**src/rtl/smpl_rx.sv**
```systemverilog
// smpl_rx: far-end checker for the smpl toggle generator.
// Locks on a clean a/b stream, flags and counts protocol errors.
module smpl_rx #(
    parameter int SYNC_LEN = 4,
    parameter int CNT_W    = 8
) (
    input  logic             clk,
    input  logic             rst,
    input  logic             en,
    input  logic             a,
    input  logic             b,
    output logic             locked,
    output logic             err,
    output logic [CNT_W-1:0] tgl_cnt,
    output logic [CNT_W-1:0] err_cnt
);

    typedef enum logic [1:0] {
        IDLE   = 2'd0,
        SYNC   = 2'd1,
        LOCKED = 2'd2,
        ERR    = 2'd3
    } state_t;

    localparam logic [CNT_W-1:0] ONE   = CNT_W'(1);
    localparam logic [CNT_W-1:0] LOCKN = CNT_W'(SYNC_LEN);
    localparam logic [CNT_W-1:0] SAT   = '1;

    state_t           state, state_n;
    logic             a_q, a_q_n;
    logic [CNT_W-1:0] sync_cnt, sync_cnt_n;
    logic [CNT_W-1:0] tgl_n, errc_n;
    logic [CNT_W-1:0] sync_inc;
    logic             good;

    assign good     = (a != a_q) && (b == a);
    assign sync_inc = sync_cnt + ONE;

    // State, sampled a and counters; rst wins over en.
    always_ff @(posedge clk) begin
        if (rst) begin
            state    <= IDLE;
            a_q      <= 1'b0;
            sync_cnt <= '0;
            tgl_cnt  <= '0;
            err_cnt  <= '0;
        end else begin
            state    <= state_n;
            a_q      <= a_q_n;
            sync_cnt <= sync_cnt_n;
            tgl_cnt  <= tgl_n;
            err_cnt  <= errc_n;
        end
    end

    // Next-state: check qualified samples, ERR always lasts one cycle.
    always_comb begin
        state_n    = state;
        a_q_n      = a_q;
        sync_cnt_n = sync_cnt;
        tgl_n      = tgl_cnt;
        errc_n     = err_cnt;
        if (en) begin
            a_q_n = a;
        end
        unique case (state)
            IDLE: begin
                if (en) begin
                    state_n    = SYNC;
                    sync_cnt_n = '0;
                end
            end
            SYNC: begin
                if (en) begin
                    if (good) begin
                        if (sync_inc == LOCKN) begin
                            state_n    = LOCKED;
                            sync_cnt_n = '0;
                        end else begin
                            sync_cnt_n = sync_inc;
                        end
                    end else begin
                        sync_cnt_n = '0;
                    end
                end
            end
            LOCKED: begin
                if (en) begin
                    if (good) begin
                        if (tgl_cnt != SAT) begin
                            tgl_n = tgl_cnt + ONE;
                        end
                    end else begin
                        state_n = ERR;
                        if (err_cnt != SAT) begin
                            errc_n = err_cnt + ONE;
                        end
                    end
                end
            end
            ERR: begin
                state_n    = SYNC;
                sync_cnt_n = '0;
            end
            default: begin
                state_n = IDLE;
            end
        endcase
    end

    assign locked = (state == LOCKED);
    assign err    = (state == ERR);

endmodule
```
**config.mk**
```make
export PLATFORM = sky130hd
export DESIGN_NAME = smpl_rx
export DESIGN_NICKNAME = d
export VERILOG_FILES = /design/src/rtl/smpl_rx.sv
export SDC_FILE = /design/constraint.sdc
export NUM_CORES = 1
export LEC_CHECK = 0
export BUFFER_PORTS_ARGS = -buffer_cell sky130_fd_sc_hd__buf_2
export CORE_MARGIN = 3
export CORE_UTILIZATION = 40
export CTS_CLUSTER_SIZE = 25
export DETAILED_ROUTE_END_ITERATION = 12
export GPL_TIMING_DRIVEN = 1
export MAX_ROUTING_LAYER = met4
export SETUP_SLACK_MARGIN = 0.02
export SYNTH_ARGS = -nofsm -noshare
export SYNTH_HDL_FRONTEND = slang
export SYNTH_SLANG_ARGS = --single-unit
```
**constraint.sdc**
```tcl
create_clock -name clk -period 1.97 [get_ports clk]
set_input_delay 0.2955 -clock clk [delete_from_list [all_inputs] [get_ports clk]]
set_output_delay 0.2955 -clock clk [all_outputs]
set_load 0.05 [all_outputs]
```
### Yosys cells after proc, flatten, opt, wreduce, memory -nomap -nowiden

Cells that the tools add are included.

| operators by class | value |
|---|---|
| add/sub/neg operators | 3 |
| equality and inequality tests | 14 |
| muxes and demuxes | 12 |
| bitwise operators | 1 |
| reductions and logical operators | 7 |

Operators with widths:

| kind | count |
|---|---|
| $mux 8 | 4 |
| $add 8x1->8 const B | 3 |
| $pmux 8 s3 | 1 |
| $ne 8x8->1 const B | 2 |
| $mux 2 | 6 |
| $ne 2x2->1 const B | 6 |
| $eq 8x3->1 const B | 1 |
| $pmux 2 s4 | 1 |
| $reduce_and 4->1 | 2 |
| $reduce_and 6->1 | 1 |
| $eq 2x2->1 const B | 2 |
| $reduce_and 3->1 | 1 |
| $reduce_bool 3->1 | 1 |
| $eq 2x1->1 const B | 1 |
| $logic_not 2->1 | 1 |
| $eq 1x1->1 | 1 |
| $logic_and 1x1->1 | 1 |
| $ne 1x1->1 | 1 |
| $not 1->1 | 1 |

| word-level totals | value |
|---|---|
| register bits after elaboration | 27 |
| input bits | 5 |
| output and inout bits | 18 |
| logic and storage cells | 42 |

### Logic depth before layout (Yosys ltp)

Gate-level depths: netlist of the first run.

| logic depth | value |
|---|---|
| word-level depth | 6 |
| gate-level depth with buffers | 7 |
| gate-level depth less buffers | 7 |

### Worst setup path after synthesis of the first run

OpenSTA, ideal clock, no wires.

| path | value |
|---|---|
| path kind | reg-to-reg |
| from | register state[0] |
| to | register err_cnt[5] |
| setup time | 128 ps |
| arrival | 1792 ps |
| data required time | 1842 ps |
| slack | 50 ps |
| cell stages (with the launch flop) | 7 |
| buffers on the path | 0 |
| clock period less this slack | 1920 ps |
| path through | dfxtp_1 -> inv_1 -> ha_1 -> nand4_2 -> nor4_1 -> xnor2_1 -> nor2_1 |

| on the way | value |
|---|---|
| word-level cells in the longest chain between the ends | 2 |

Ends and longest elaborated chain:

| item | line | RTL |
|---|---|---|
| from (decl) | 29 | `state_t state, state_n;` |
| from (signal assigned) | 48 | `state <= state_n;` |
| $eq 2x2->1 | - |  |
| net locked | 12 | `output logic locked,` |
| $reduce_and 4->1 (no source line) | - |  |
| to (signal assigned) | 52 | `err_cnt <= errc_n;` |
| to (decl) | 15 | `output logic [CNT_W-1:0] err_cnt` |

The timed path passes the listed nets, and every way through them passes these cells.
A chain may end at the register's enable or synchronous reset.

### Final worst setup path of the first run

| path | value |
|---|---|
| from | register state[0] |
| to | register state[0] |

| on the way | value |
|---|---|
| word-level cells in the longest chain between the ends | 3 |
| elaborated cells between the ends (all ways) | 12 |
| classes of those cells | eq/ne: 9; mux: 1; reduce/logical: 2 |

Ends and longest elaborated chain:

| item | line | RTL |
|---|---|---|
| $eq 2x1->1, or another cell as far along | 66 | `unique case (state)` |
| $ne 2x2->1 (no source line) | - |  |
| $reduce_and 6->1 (no source line) | - |  |

Parallel ways exist; a longest one is shown, timed or not.

==> results_dict.tcl, run 1 <==
set metrics [dict create \
    outcome "finished clean" \
    startpoint_type "register" \
    ys_ff_latch 27 \
    fin_tns_setup_ns 0 \
    switching_share 0.3609 \
    clockBufferDepth 2 \
    ys.flop_type "dfxtp_1" \
    antenna_found_initial 0 \
    synthTopCellsByCount "30 x nor2_1, 27 x dfxtp_1, 15 x xnor2_1, 11 x nand2_1" \
    reg2reg_slack_ns 0.16 \
    critical_path.top_delay_family "compound AO/OA/AOI/OAI gates" \
    critPathSlowestCell "dfxtp_2" \
    ys_warn_count 0 \
    post-route-util 0.4837 \
    internal-power_uw 868.9 \
    grt_setup_unrepaired "no" \
    start_util 0.4263 \
    synth_top_area_share 0.3362 \
    grt_usage 0.1453 \
    seqPwrFrac 0.460 \
    hpwlAfterDp_um 2442 \
    cts_tree "yes" \
    path_clk_slew_ns 0.09 \
    synth_fp_nets 195 \
    max_freq_ghz 0.5518 \
    layout-drive-gt1-share 0.2330 \
    fin_worst_skew_ns 0.003085 \
    min_path_cells 3 \
    worstHoldStart "a" \
    drt_pre_antenna_iters 4 \
    ant_nets 0 \
    synth.most_common_cell "nor2_1" \
    die_w_um 69.40 \
    cp-end-kind "register" \
    rr_endpoint "state[0]" \
    clk_latency_ns 0.27 \
    finalNonFillerCells 254 \
    worst_pin_slew_ns 0.4253 \
    drv_slew 0 \
    diodes 0 \
    hold_class "primary input to register" \
    synthCells 181 \
    min_to "a_q" \
    die_area_um2 4816 \
    wl_um 3318 \
    yosysSeqAreaShare 0.3362 \
    clock_power_share 0.236 \
    crit_chain "inv_1 > ha_1 > or2b_1 > a21oi_1 > o211a_1 > a211oi_1 > a211oi_2" \
    gr-total-overflow 0 \
    drtIter0Drc 62 \
    yosys.area.top_type "dfxtp_1" \
    grt_pass1_wl_um 5809 \
    reg2reg_from "state[0]" \
    pwr_density_cell_nw_per_um2 745.3 \
    syn-cell-area_um2 1608 \
    switching_power_uw 490.7 \
    synth-edff-count 0 \
    synthTopCellsByArea "dfxtp_1 34%, xnor2_1 8.2%, ha_1 7.0%" \
    slew_headroom 0.7083 \
    worstPathArrival_ns 2.01 \
    p_total_mw 1.360 \
    synthArstFlopShare 0 \
    path_max_fanout 7 \
    p_comb_frac 0.304 \
    synth.distinct_cells 45 \
    grt_pass1_vias 1352 \
    numPortBuffers 22 \
    place_ws_ns 0.08588 \
    wire_per_inst_um 13.06 \
    syn_to_final_growth_pct 13.46 \
    grt_max_degree 30 \
    p_leak_nw 0.7029 \
    crit_type "register to register" \
    ios 23 \
    drv_cap 0 \
    max_stage_delay_ns 0.40 \
    drc 0 \
    vias_per_cell 5.559 \
    placed_cells 250 \
    setup_viol 0 \
    hold_viol_final 0 \
    postLayoutSetupSlackWorst_ns 0.1578 \
    place_congestion 0.7489 \
    fin_crit_sh 0.9199 \
    vias 1412 \
    r2r_cells 7 \
    htree_num_levels 1 \
    cp_num_buf_inv 1 \
    fill_cells 347 \
    fp.dieH_um 69.40 \
    cts.sinks 27 \
    rows 22 \
    ir_drop_mv 0.4133 \
    avgSynthCellArea_um2 8.883 \
    clockRootBuffer "clkbuf_8" \
    critical_path_required_ns 2.17 \
    cts_buffers 3 \
    nets 221 \
    coreArea_um2 3771 \
    min_period_ns 1.812 \
]
[worst max path at each step]
stage | cells after the start | startpoint | end
after floorplan | 6 | state[0] | err_cnt[5]
after global placement | 7 | state[0] | state[0]
final | 7 | state[0] | state[0]
after detailed placement | 7 | state[0] | state[0]
after CTS | 7 | state[0] | state[0]
after global routing | 6 | sync_cnt[1] | state[0]
[metrics by stage]
stage / hold WS [ns] / area, um2
2_1_floorplan: 0.3946 / 1608
3_3_place_gp: 0.4967 / 1768
3_5_place_dp: 0.5044 / 1768
4_1_cts: 0.3399 / 1817
5_1_grt: 0.3836 / 1824
6_report: 0.3408 / 1824
[metal layers]
layer / vias up / share of wire / wire (um) / track usage
met5: - / 0 / 0 / -
met4: 0 / 0.010 / 34 / 0.04772
met3: 4 / 0.030 / 98 / 0.01884
met2: 24 / 0.49 / 1610 / 0.2458
met1: 674 / 0.47 / 1574 / 0.1785
li1: 710 / - / - / -
[flip-flops by register name (all words and copies together) (netlist names)]
name      cells
state         2
err_cnt       8
a_q           1
sync_cnt      8
tgl_cnt       8
[worst register-to-register path, stage by stage (launching register included)]
cell      delay [ns]
dfxtp_2         0.40
inv_1           0.08
ha_1            0.29
or2b_1          0.25
a21oi_1         0.20
o211a_1         0.22
a211oi_1        0.09
a211oi_2        0.20
[layout by cell type, fill, tap and decap left out, types with 2 or more instances in the layout]
master,Yosys,final
mux2i_1,2,2
a311oi_1,2,2
nand4_1,3,3
o21ai_0,5,5
o211ai_2,2,2
inv_1,4,4
nor3_2,2,2
nor3b_1,2,2
ha_1,9,9
a21oi_1,6,6
nor2_1,30,30
clkbuf_8,1,3
a32oi_1,2,2
nor3_1,4,4
and3_1,2,2
dfxtp_2,0,2
nand3_1,9,9
xnor2_1,15,15
nand2_1,11,11
nand4_2,2,2
buf_4,0,3
a22oi_1,2,2
dfxtp_1,27,25
nor4_1,8,8
o41ai_2,3,3
nand3b_1,4,4
nor2b_1,2,2
a211oi_2,1,2
buf_2,0,22
[power by group through the flow]
stage | Combinational [mW] | Sequential [mW] | Clock [mW]
floorplan | 0.302 | 0.638 | 0
global placement | 0.387 | 0.631 | 0
detailed placement | 0.394 | 0.634 | 0
CTS | 0.401 | 0.622 | 0.332
global route | 0.454 | 0.632 | 0.360
finish | 0.414 | 0.625 | 0.321
[cells by family (layout without fill, tap and decap cells)]
family | count (synthesis) | in the layout | share of synthesized area
AO/OA/AOI/OAI | 30 | 30 | 0.1572
AND/OR/NAND/NOR | 89 | 89 | 0.3058
adder cells (fa/ha/maj) | 9 | 9 | 0.07004
flip-flops | 27 | 27 | 0.3362
buffers and inverters | 8 | 33 | 0.02957
multiplexers | 3 | 3 | 0.01946
XOR/XNOR | 15 | 15 | 0.08171
[final cells by class]
| class | instances | area (um2) | area share |
|---|---|---|---|
| inverters | 4 | 15.01 | 0.008230 |
| well taps | 48 | 60.06 | 0.03292 |
| clock inverters | 1 | 7.507 | 0.004115 |
| repair buffers | 25 | 132.6 | 0.07270 |
| clock buffers | 3 | 41.29 | 0.02263 |
| flip-flops and latches | 27 | 543.0 | 0.2977 |
| multi-input cells | 146 | 1025 | 0.5617 |
[timing repair]
action	CTS	global route
hold buffers	0	0
setup buffers	0	0
setup endpoints to repair	0	3
gates resized for setup	0	3
Power figures use the tool's default switching activity.
==> run 2, diff against run 1 <==
- CELL_PAD_IN_SITES_DETAIL_PLACEMENT: not set -> 1
- CELL_PAD_IN_SITES_GLOBAL_PLACEMENT: not set -> 2
- CORE_UTILIZATION: 40 -> 34
- PLACE_DENSITY_LB_ADDON: not set -> 0.1
==> run 2 against run 1 <==
Compared with the run above:
- clock skew shrank 0.0016 ns
- critical path type unchanged
- non-clock buffer count grew 1
- flip-flop and latch count is the same
- wire length grew 23%
==> results_dict.tcl, run 2 (synthesis gave the netlist of run 1 again) <==
set metrics [dict create \
    outcome "finished clean" \
    internal-power_uw 868.4 \
    startpoint_type "register" \
    p_leak_nw 0.7083 \
    fill_cells 525 \
    clockBufferDepth 2 \
    p_comb_frac 0.303 \
    reg.largest.list "err_cnt (8), sync_cnt (8), tgl_cnt (8)" \
    nets 222 \
    wire_per_inst_um 15.73 \
    hold_viol_final 0 \
    syn_to_final_growth_pct 14.24 \
    met1_usage 0.2175 \
    ant_nets 0 \
    gr-total-overflow 0 \
    use_met2 0.2566 \
    rows 24 \
    wl_um 4073 \
    place_congestion 0.7900 \
    fin_crit_sh 0.8988 \
    cts_setup_buffers 0 \
    p_total_mw 1.386 \
    final_common_cell "nor2_1" \
    hpwlAfterDp_um 3003 \
    clockRootBuffer "clkbuf_8" \
    htree_num_levels 1 \
    drv_cap 0 \
    slew_headroom 0.6206 \
    drc 0 \
    pwr_density_cell_nw_per_um2 754.5 \
    fin_worst_skew_ns 0.001475 \
    layout-drive-gt1-share 0.2367 \
    vias_per_cell 5.486 \
    ctsHoldBuffers 0 \
    top_usage_layer "met2" \
    cts.sinks 27 \
    worst_pin_slew_ns 0.5670 \
    design_area_um2 1837 \
    die_w_um 74.77 \
    drt_pre_antenna_iters 4 \
    start_util 0.3593 \
    path_clk_slew_ns 0.10 \
    clock_power_share 0.248 \
    drtIter0Drc 39 \
    min_path_cells 3 \
    grt_setup_unrepaired "no" \
    cts_buffers 3 \
    r2r_cells 7 \
    drv_slew 0 \
    worstPathArrival_ns 1.98 \
    mostFrequentLayoutCells "30 x nor2_1, 25 x dfxtp_1, 22 x buf_2" \
    min_period_ns 1.771 \
    hold_class "primary input to register" \
    setup_viol 0 \
    clk_latency_ns 0.28 \
    numPortBuffers 22 \
    fp.dieH_um 74.77 \
    path_max_fanout 7 \
    critical_path_required_ns 2.18 \
    grt_pass1_wl_um 6906 \
    antenna_found_initial 0 \
    grt_pass1_vias 1451 \
    coreArea_um2 4474 \
    cp-end-kind "register" \
    seqPwrFrac 0.449 \
    vias 1421 \
    ir_drop_mv 0.5022 \
    diodes 0 \
    crit_type "register to register" \
    die_area_um2 5590 \
    switching_share 0.3734 \
    grt_max_degree 30 \
    max_freq_ghz 0.5647 \
    cts_tree "yes" \
    ios 23 \
    switching_power_uw 517.4 \
    grt_usage 0.1624 \
    place_area_um2 1780 \
    fin_tns_setup_ns 0 \
    gr-usage-met3 0.02003 \
]
## run 2: cell count changes in the layout (fill, tap and decap cells not counted), sizes merged
| cell | before | now |
|---|---|---|
| buf | 25 | 26 |
## run 2: per-stage QoR
step | setup WS, ns | instances | utilization | hold WS [ns]
6_report | 0.1993 | 259 | 0.4105 | 0.3225
4_1_cts | 0.06965 | 259 | 0.4088 | 0.3181
3_3_place_gp | 0.1788 | 255 | 0.3979 | 0.4963
3_5_place_dp | 0.09427 | 255 | 0.3979 | 0.5365
2_1_floorplan | 0.04990 | 181 | - | 0.3946
5_1_grt | 0.03802 | 259 | 0.4105 | 0.3653
## run 2: power by group through the flow
stage | Sequential, mW | Combinational (mW) | Clock, mW
5_1_grt | 0.627 | 0.471 | 0.379
6_report | 0.622 | 0.420 | 0.344
2_1_floorplan | 0.638 | 0.302 | 0
4_1_cts | 0.621 | 0.416 | 0.366
3_5_place_dp | 0.633 | 0.412 | 0
3_3_place_gp | 0.628 | 0.400 | 0
## run 2: timing repair
action	4_1_cts	5_1_grt
hold endpoints to repair	0	0
resized for setup	0	3
setup endpoints to repair	0	4
## run 2: area by class of cell
cell class / instances / area (um2) / share of cell area
Tap cell: 52 / 65.06 / 0.03542
Sequential cell: 27 / 543.0 / 0.2956
Timing Repair Buffer: 26 / 140.1 / 0.07629
Multi-Input combinational cell: 146 / 1025 / 0.5579
Inverter: 4 / 15.01 / 0.008174
Clock inverter: 1 / 7.507 / 0.004087
Clock buffer: 3 / 41.29 / 0.02248
## run 2: worst max-delay path, cell delays in order, from the launching register on
cell      delay [ns]
dfxtp_2         0.41
inv_1           0.08
ha_1            0.29
or2b_1          0.25
a21oi_1         0.17
o211a_1         0.21
a211oi_1        0.09
a211oi_2        0.20
## run 2: per-layer routing
| metal | vias to the layer above | wire, um |
|---|---|---|
| met5 | - | 0 |
| met4 | 0 | 40 |
| met3 | 4 | 79 |
| met2 | 16 | 1936 |
| met1 | 688 | 2017 |
| li1 | 713 | - |
## run 2: worst paths after layout
check,slack [ns],endpoint,from
hold / removal,0.32,a_q,a
hold reg to reg,0.54,err_cnt[1],err_cnt[1]
setup reg to reg,0.20,state[0],state[0]
setup / recovery,0.20,state[0],state[0]
